## src/rtl/uart_tx_buffered.sv

```systemverilog
// Buffered 8N1 UART transmitter: byte strobes are queued in a small FIFO and
// serialised LSB first; strobes arriving while the FIFO is full are dropped and flagged.
module uart_tx_buffered #(
   parameter int CLKS_PER_BIT = 868,
   parameter int FIFO_AW      = 4
) (
   input  logic       clk,
   input  logic       rst,
   input  logic [7:0] txData,
   input  logic       txDataWr,
   output logic       tx,
   output logic       busy,
   output logic       fifoFull,
   output logic       overflow
);

   localparam int               DEPTH      = 2 ** FIFO_AW;
   localparam logic [FIFO_AW:0] COUNT_FULL = (FIFO_AW + 1)'(DEPTH);
   localparam logic [15:0]      BIT_LAST   = 16'(CLKS_PER_BIT - 1);

   localparam logic [1:0] S_IDLE  = 2'd0;
   localparam logic [1:0] S_START = 2'd1;
   localparam logic [1:0] S_DATA  = 2'd2;
   localparam logic [1:0] S_STOP  = 2'd3;

   logic [7:0]         r_mem [DEPTH];
   logic [FIFO_AW-1:0] r_wr_ptr;
   logic [FIFO_AW-1:0] r_rd_ptr;
   logic [FIFO_AW:0]   r_count;
   logic [1:0]         r_state;
   logic [15:0]        r_bit_cnt;
   logic [2:0]         r_bit_idx;
   logic [7:0]         r_shift;
   logic               r_tx;
   logic               r_overflow;

   logic w_full;
   logic w_empty;
   logic w_wr;
   logic w_bit_end;
   logic w_pop;

   // Full is taken from the registered count, so a same-cycle pop never frees a slot.
   assign w_full    = (r_count == COUNT_FULL);
   assign w_empty   = (r_count == '0);
   assign w_wr      = txDataWr & ~w_full;
   assign w_bit_end = (r_bit_cnt == BIT_LAST);
   assign w_pop     = ~w_empty & ((r_state == S_IDLE) | ((r_state == S_STOP) & w_bit_end));

   always_ff @(posedge clk) begin
      if (w_wr) begin
         r_mem[r_wr_ptr] <= txData;
      end
   end

   always_ff @(posedge clk) begin
      if (rst) begin
         r_wr_ptr   <= '0;
         r_rd_ptr   <= '0;
         r_count    <= '0;
         r_overflow <= 1'b0;
      end else begin
         r_overflow <= txDataWr & w_full;
         if (w_wr) begin
            r_wr_ptr <= r_wr_ptr + 1'b1;
         end
         if (w_pop) begin
            r_rd_ptr <= r_rd_ptr + 1'b1;
         end
         case ({w_wr, w_pop})
            2'b10:   r_count <= r_count + 1'b1;
            2'b01:   r_count <= r_count - 1'b1;
            default: r_count <= r_count;
         endcase
      end
   end

   // tx is driven from the current state, so the line trails the FSM by one cycle.
   always_ff @(posedge clk) begin
      if (rst) begin
         r_state   <= S_IDLE;
         r_bit_cnt <= '0;
         r_bit_idx <= '0;
         r_shift   <= '0;
         r_tx      <= 1'b1;
      end else begin
         case (r_state)
            S_START: r_tx <= 1'b0;
            S_DATA:  r_tx <= r_shift[0];
            default: r_tx <= 1'b1;
         endcase

         case (r_state)
            S_IDLE: begin
               if (w_pop) begin
                  r_shift   <= r_mem[r_rd_ptr];
                  r_state   <= S_START;
                  r_bit_cnt <= '0;
                  r_bit_idx <= '0;
               end
            end
            S_START: begin
               if (w_bit_end) begin
                  r_bit_cnt <= '0;
                  r_state   <= S_DATA;
               end else begin
                  r_bit_cnt <= r_bit_cnt + 16'd1;
               end
            end
            S_DATA: begin
               if (w_bit_end) begin
                  r_bit_cnt <= '0;
                  r_shift   <= {1'b0, r_shift[7:1]};
                  r_bit_idx <= r_bit_idx + 3'd1;
                  if (r_bit_idx == 3'd7) begin
                     r_state <= S_STOP;
                  end
               end else begin
                  r_bit_cnt <= r_bit_cnt + 16'd1;
               end
            end
            S_STOP: begin
               if (w_bit_end) begin
                  r_bit_cnt <= '0;
                  if (w_pop) begin
                     r_shift   <= r_mem[r_rd_ptr];
                     r_bit_idx <= '0;
                     r_state   <= S_START;
                  end else begin
                     r_state <= S_IDLE;
                  end
               end else begin
                  r_bit_cnt <= r_bit_cnt + 16'd1;
               end
            end
            default: r_state <= S_IDLE;
         endcase
      end
   end

   assign tx       = r_tx;
   assign busy     = (r_state != S_IDLE) | ~w_empty;
   assign fifoFull = w_full;
   assign overflow = r_overflow;

endmodule

```

## config.mk

```make
export PLATFORM = sky130hd
export DESIGN_NAME = uart_tx_buffered
export DESIGN_NICKNAME = d
export VERILOG_FILES = /design/src/rtl/uart_tx_buffered.sv
export SDC_FILE = /design/constraint.sdc
export NUM_CORES = 1
export LEC_CHECK = 0
export CORE_ASPECT_RATIO = 1.1
export CORE_UTILIZATION = 33
export DETAILED_ROUTE_END_ITERATION = 16
export PLACE_DENSITY = 0.44
export SYNTH_ARGS = -nofsm -noshare
export SYNTH_HDL_FRONTEND = slang
export SYNTH_SLANG_ARGS = --single-unit
```

## constraint.sdc

```tcl
create_clock -name clk -period 4.21 [get_ports clk]
set_input_delay 1.263 -clock clk [delete_from_list [all_inputs] [get_ports clk]]
set_output_delay 1.263 -clock clk [all_outputs]
set_load 0.05 [all_outputs]
```

Yosys cells after proc, flatten, opt, wreduce, memory -nomap -nowiden

Memories as Yosys holds them, arrays and structs flattened. A register that Yosys moved wholly into a read port is not among the register bits.
Index checks and enable logic that the tools add are counted.

Word-level logic and storage cells: 69
Output and inout bits: 4
Memories kept: 1
RAM bits: 128
Flip-flop bits (word level): 44
Input bits: 11

Memories:

| memory | depth | bits a word | read ports | clocked after memory_dff | write ports | RTL line | text |
|---|---|---|---|---|---|---|---|
| r_mem  | 16    | 8           | 1          | 1                        | 1           | 26       | `logic [7:0] r_mem [DEPTH];` |

Equal/unequal tests: 13
Bitwise operators: 8
$add $sub $neg: 6
Mux-type cells: 24
Reduce and logical (&&, ||, !) cells: 8

Operators with widths:

| cell                                                   | number |
|---|---|
| 2-to-1 mux 16 bit                                      | 2 |
| one-hot mux 16 bit (2 select lines)                    | 1 |
| 2-to-1 mux 8 bit                                       | 3 |
| one-hot mux 8 bit (3 select lines)                     | 1 |
| adder 16 x 1 -> 16 bit (second input constant)         | 1 |
| equality test 16 x 10 -> 1 bit (second input constant) | 1 |
| 2-to-1 mux 2 bit                                       | 5 |
| inequality test 2 bit (second input constant)          | 5 |
| one-hot mux 5 bit (2 select lines)                     | 1 |
| 2-to-1 mux 3 bit                                       | 3 |
| one-hot mux 3 bit (3 select lines)                     | 1 |
| adder 4 x 1 -> 4 bit (second input constant)           | 2 |
| 2-to-1 mux 4 bit                                       | 2 |
| one-hot mux 2 bit (4 select lines)                     | 1 |
| equality test 2 bit (second input constant)            | 3 |
| adder 5 x 1 -> 5 bit (second input constant)           | 1 |
| equality test 5 bit (second input constant)            | 1 |
| logical NOT 5 bit                                      | 1 |
| AND reduction 5 bit                                    | 1 |
| subtractor 5 x 1 -> 5 bit (second input constant)      | 1 |
| AND 1 bit                                              | 4 |
| equality test 2 x 1 -> 1 bit (second input constant)   | 2 |
| nonzero test 2 bit                                     | 2 |
| adder 3 x 1 -> 3 bit (second input constant)           | 1 |
| 9 further kinds                                        | 13 |

Logic depth before layout (Yosys ltp)

Word-level depth: 7
Gate-level depth with buffers: 13

Least setup slack after synthesis

OpenSTA, ideal clock, no wires.

Kind: input-to-reg
Start point: input port txDataWr
End point: register r_count[4]
Stages on the path: 11
Data arrival time: 3.318 ns
Setup time: 0.121 ns
Setup slack: 0.771 ns
Data required time: 4.089 ns
Buffers on the path: 1
Path through: inv_1 a21oi_2 inv_1 ha_1 buf_6 xor2_1 ha_1 a31o_2 o21bai_1 a311oi_1 mux2_2

Cells in the longest elaborated chain, start to end: 3

Ends and longest elaborated chain:

| what                                                                            | RTL line | text |
|---|---|---|
| start: declaration                                                              | 10       | `input logic txDataWr,` |
| AND 1 bit (*)                                                                   | 46       | `assign w_wr = txDataWr & ~w_full;` |
| equality test 2 x 1 -> 1 bit / equality test 2 bit (equally long branches)      | 70       | `case ({w_wr, w_pop})` |
| one-hot mux 5 bit (2 select lines) / nonzero test 2 bit (equally long branches) | -        |  |
| end signal: assignment                                                          | 71       | `2'b10: r_count <= r_count + 1'b1;` |
| end signal: assignment                                                          | 72       | `2'b01: r_count <= r_count - 1'b1;` |
| end signal: assignment                                                          | 73       | `default: r_count <= r_count;` |
| end: declaration                                                                | 29       | `logic [FIFO_AW:0] r_count;` |

Mark *: on every way between the ends. The rest lies on a longest branch, timed or not.
A chain may end at the register's enable or synchronous reset.

Worst setup path after layout

Start point: register r_state[0]
End point: output port busy

Cells in the longest elaborated chain, start to end: 2

Ends and longest elaborated chain:

| what                     | RTL line | text |
|---|---|---|
| start: declaration       | 30       | `logic [1:0] r_state;` |
| start signal: assignment | 81       | `r_state <= S_IDLE;` |
| start signal: assignment | 97       | `r_state <= S_START;` |
| start signal: assignment | 105      | `r_state <= S_DATA;` |
| nonzero test 2 bit       | 142      | `assign busy = (r_state != S_IDLE) \| ~w_empty;` |
| bitwise OR 1 bit         | 142      |  |
| end: declaration         | 12       | `output logic busy,` |

No other way between the ends.

==> impl_metrics.yaml <==
synth:
  synth_top_area_share: 0.5160
  ys_top_cells_by_area: "edfxtp_1 (52%), dfxtp_1 (13%), mux4_2 (9.7%), nor2_1 (3.3%), ha_1 (2.9%)"
  netlist_area_mm2: 0.007450
  avgSynthCellArea_um2: 14.38
  synth_common_cells: "edfxtp_1 (128), nor2_1 (65), dfxtp_1 (48), mux4_2 (32), a21oi_1 (27)"
  synth_top_area_cell: "edfxtp_1"
  async_flop_share: 0
  synth_fp_nets: 546
  ys.flop_type: "edfxtp_1"
  yosysMostFrequentCell: "edfxtp_1"
  synth.distinct_cells: 53
  synth_seq_cells: 176
  yosysWarnings: 0
  syn_inst: 518
  ys_seq_area_frac: 0.6449
  synth_edf_count: 128
drt:
  wl_met2_um: 8270
  viasPerCell: 5.108
  routed.top_layer: "met4"
  routed_wl_um: 15880
  vias: 4352
  wl_per_cell_um: 18.64
  drc: 0
  initialDrtViolationCount: 271
  ant_nets: 0
  drt-met1-wl_um: 7003
  drt-pass1-iter-count: 4
  met3_length_um: 400
critical_path:
  worst_ep_arrival_time_ns: 2.60
  crit_path_end_kind: "output port"
  worstPathMaxFanout: 8
  start_kind: "register"
  slowest_stage: "clkdlybuf4s50_1"
  setup.worst_path.class: "reg -> out"
  cp.required_ns: 2.95
  critPathMostFrequentCell: "inv_1"
  cpPeakStageDelay_ns: 0.72
  crit_chain: "inv_1, ha_1, inv_1, nor3_4, inv_1, clkdlybuf4s50_1"
floorplan:
  core_area_mm2: 0.02211
  fp.dieH_um: 159.6
  row_count: 57
  die_area_mm2: 0.02318
  die_x_um: 145.3
  num_io_pins: 15
  start_util: 0.3370
clock_tree:
  postCtsResizedCells: 0
  cts_num_sinks: 176
  cts_made_buffers: 17
  cts_buffer_depth: 2
  h-tree-depth: 4
  clk_latency_ns: 0.44
  tritoncts: "yes"
  post_cts.repair.setup_buffers: 0
  cts_root_buf: "clkbuf_16"
  clk_pin_slew_ns: 0.07
  holdBufCountCts: 0
power:
  clkPwrFrac: 0.291
  pwr-share-comb: 0.306
  power_frac_seq: 0.402
  power_density_mw_per_mm2: 621.3
  p_sw_mw: 1.852
  leakagePower_nw: 2.790
  swShare: 0.3481
  peakVddDrop_mv: 0.2689
  internal-power_mw: 3.468
final_layout:
  fin_nets: 572
  final_layout_size_suffix_gt1_frac: 0.1903
  regArea_mm2: 0.004807
  multiInputGateArea_mm2: 0.002454
  syn2layout_area_growth_pct: 14.93
  antenna_cells: 0
  fill_cells: 2093
  final_util: 0.3873
timing:
  finalSetupTns_ns: 0
  max_freq_mhz: 258.6
  clock_skew_ns: 0.01284
  slew_viol_final: 0
  finalSetupViolations: 0
  period_minus_slack_ns: 3.867
  hold_violations: 0
  rsz0062_at_grt: "no"
  timing_worst_slew_pin_value_ns: 0.9493
  max_slew_margin: 0.3671
  fin_crit_sh: 0.9186
grt:
  grt_pass1_wl_um: 25330
  grt_pass1_vias: 4412
  gr-total-overflow: 0
  grt_max_degree: 50
  antenna_found_initial: 0
  grt_usage: 0.1457
status:
  status: "finished, final reports clean"
placement:
  io_buffers: 14
  place.gp.congestion: 0.7367
  dpl.hpwl_um: 10370
flow_run:
  cap_violations: 0
worst_hold_path:
  min_path_type: "reg -> reg"
==> layout by cell type, fill, tap and decap left out, drive strengths merged, types with 5 or more instances in the layout <==
cell and n:
dfxtp 48, inv 20, mux2i 5, nor3 18, nand4 7, nor2 65, a21oi 29, ha 17
a211oi 10, edfxtp 128, o21ai 12, nand2 24, nand3 8, buf 23, a22oi 17, clkinv 6
mux4 32, xor2 7, clkbuf 17, a311oi 8, clkdlybuf4s50 13
==> state kept, by name, indices dropped and copies added, names as in the netlist, named ones only <==
signal	count
r_bit_idx	3
r_mem	128
r_wr_ptr	4
r_state	2
r_shift	8
overflow	1
tx	1
r_rd_ptr	4
r_bit_cnt	16
r_count	5
==> kinds of logic (layout without fill, tap and decap cells) <==
kind of cell | after synthesis | in the layout | synth area share
buffers and inverters | 40 | 79 | 0.02570
muxes | 39 | 39 | 0.1065
and+or+nand+nor | 148 | 148 | 0.1035
AOI/OAI and AO/OA | 88 | 88 | 0.07911
adders and majority gates | 17 | 17 | 0.02855
DFF | 176 | 176 | 0.6449
xor gates and xnor gates | 10 | 10 | 0.01176
==> area by class of cell <==
class                      count  share of cell area
clock buffer                  17             0.04969
clock inverter                15             0.01929
inverter                      11            0.004822
multi-input combinational    302              0.2866
sequential                   176              0.5614
tap                          295             0.04311
timing repair buffer          36             0.03507
==> critical path: cells and delay by family, from the launching register on <==
kind	cells	cell delay (ns)
buffers and inverters	4	1.15
and+or+nand+nor	1	0.38
adders and majority gates	1	0.30
DFF	1	0.36
==> power by group through the flow <==
| stage | logic [mW] | registers (mW) | clock network [mW] |
|---|---|---|---|
| after detailed placement | 1.64 | 2.18 | 0 |
| final | 1.63 | 2.14 | 1.55 |
| after floorplan | 1.29 | 2.11 | 0 |
| after global routing | 1.80 | 2.16 | 1.66 |
| after CTS | 1.65 | 2.14 | 1.59 |
| after global placement | 1.62 | 2.18 | 0 |
==> metal layers <==
| metal | GRT usage | vias to the layer above |
|---|---|---|
| met4 | 0.04689 | 0 |
| met3 | 0.03238 | 11 |
| met5 | 0 | - |
| met2 | 0.2535 | 64 |
| met1 | 0.1792 | 2227 |
| li1 | - | 2050 |
==> worst paths after layout <==
kind              startpoint          to  slack [ns]  cells past startpoint
setup / recovery  r_state[0]        busy        0.34                      6
hold / removal    r_shift[7]  r_shift[7]        0.48                      2
setup reg to reg  r_state[0]  r_count[4]        0.82                     11
hold reg to reg   r_shift[7]  r_shift[7]        0.48                      2
==> per-stage QoR <==
step                      cell area [µm²]  worst slack [ns]  total power [mW]  hold WS, ns  instances
after floorplan                      7450            0.7708             3.399       0.4328        518
after global placement               7971            0.3860             3.802       0.4672        820
after detailed placement             7971            0.3314             3.823       0.4636        820
after CTS                            8562            0.2840             5.385       0.4760        852
after global routing                 8562            0.1631             5.619       0.4915        852
final                                8562            0.3426             5.319       0.4809        852
Power figures use the tool's default switching activity.
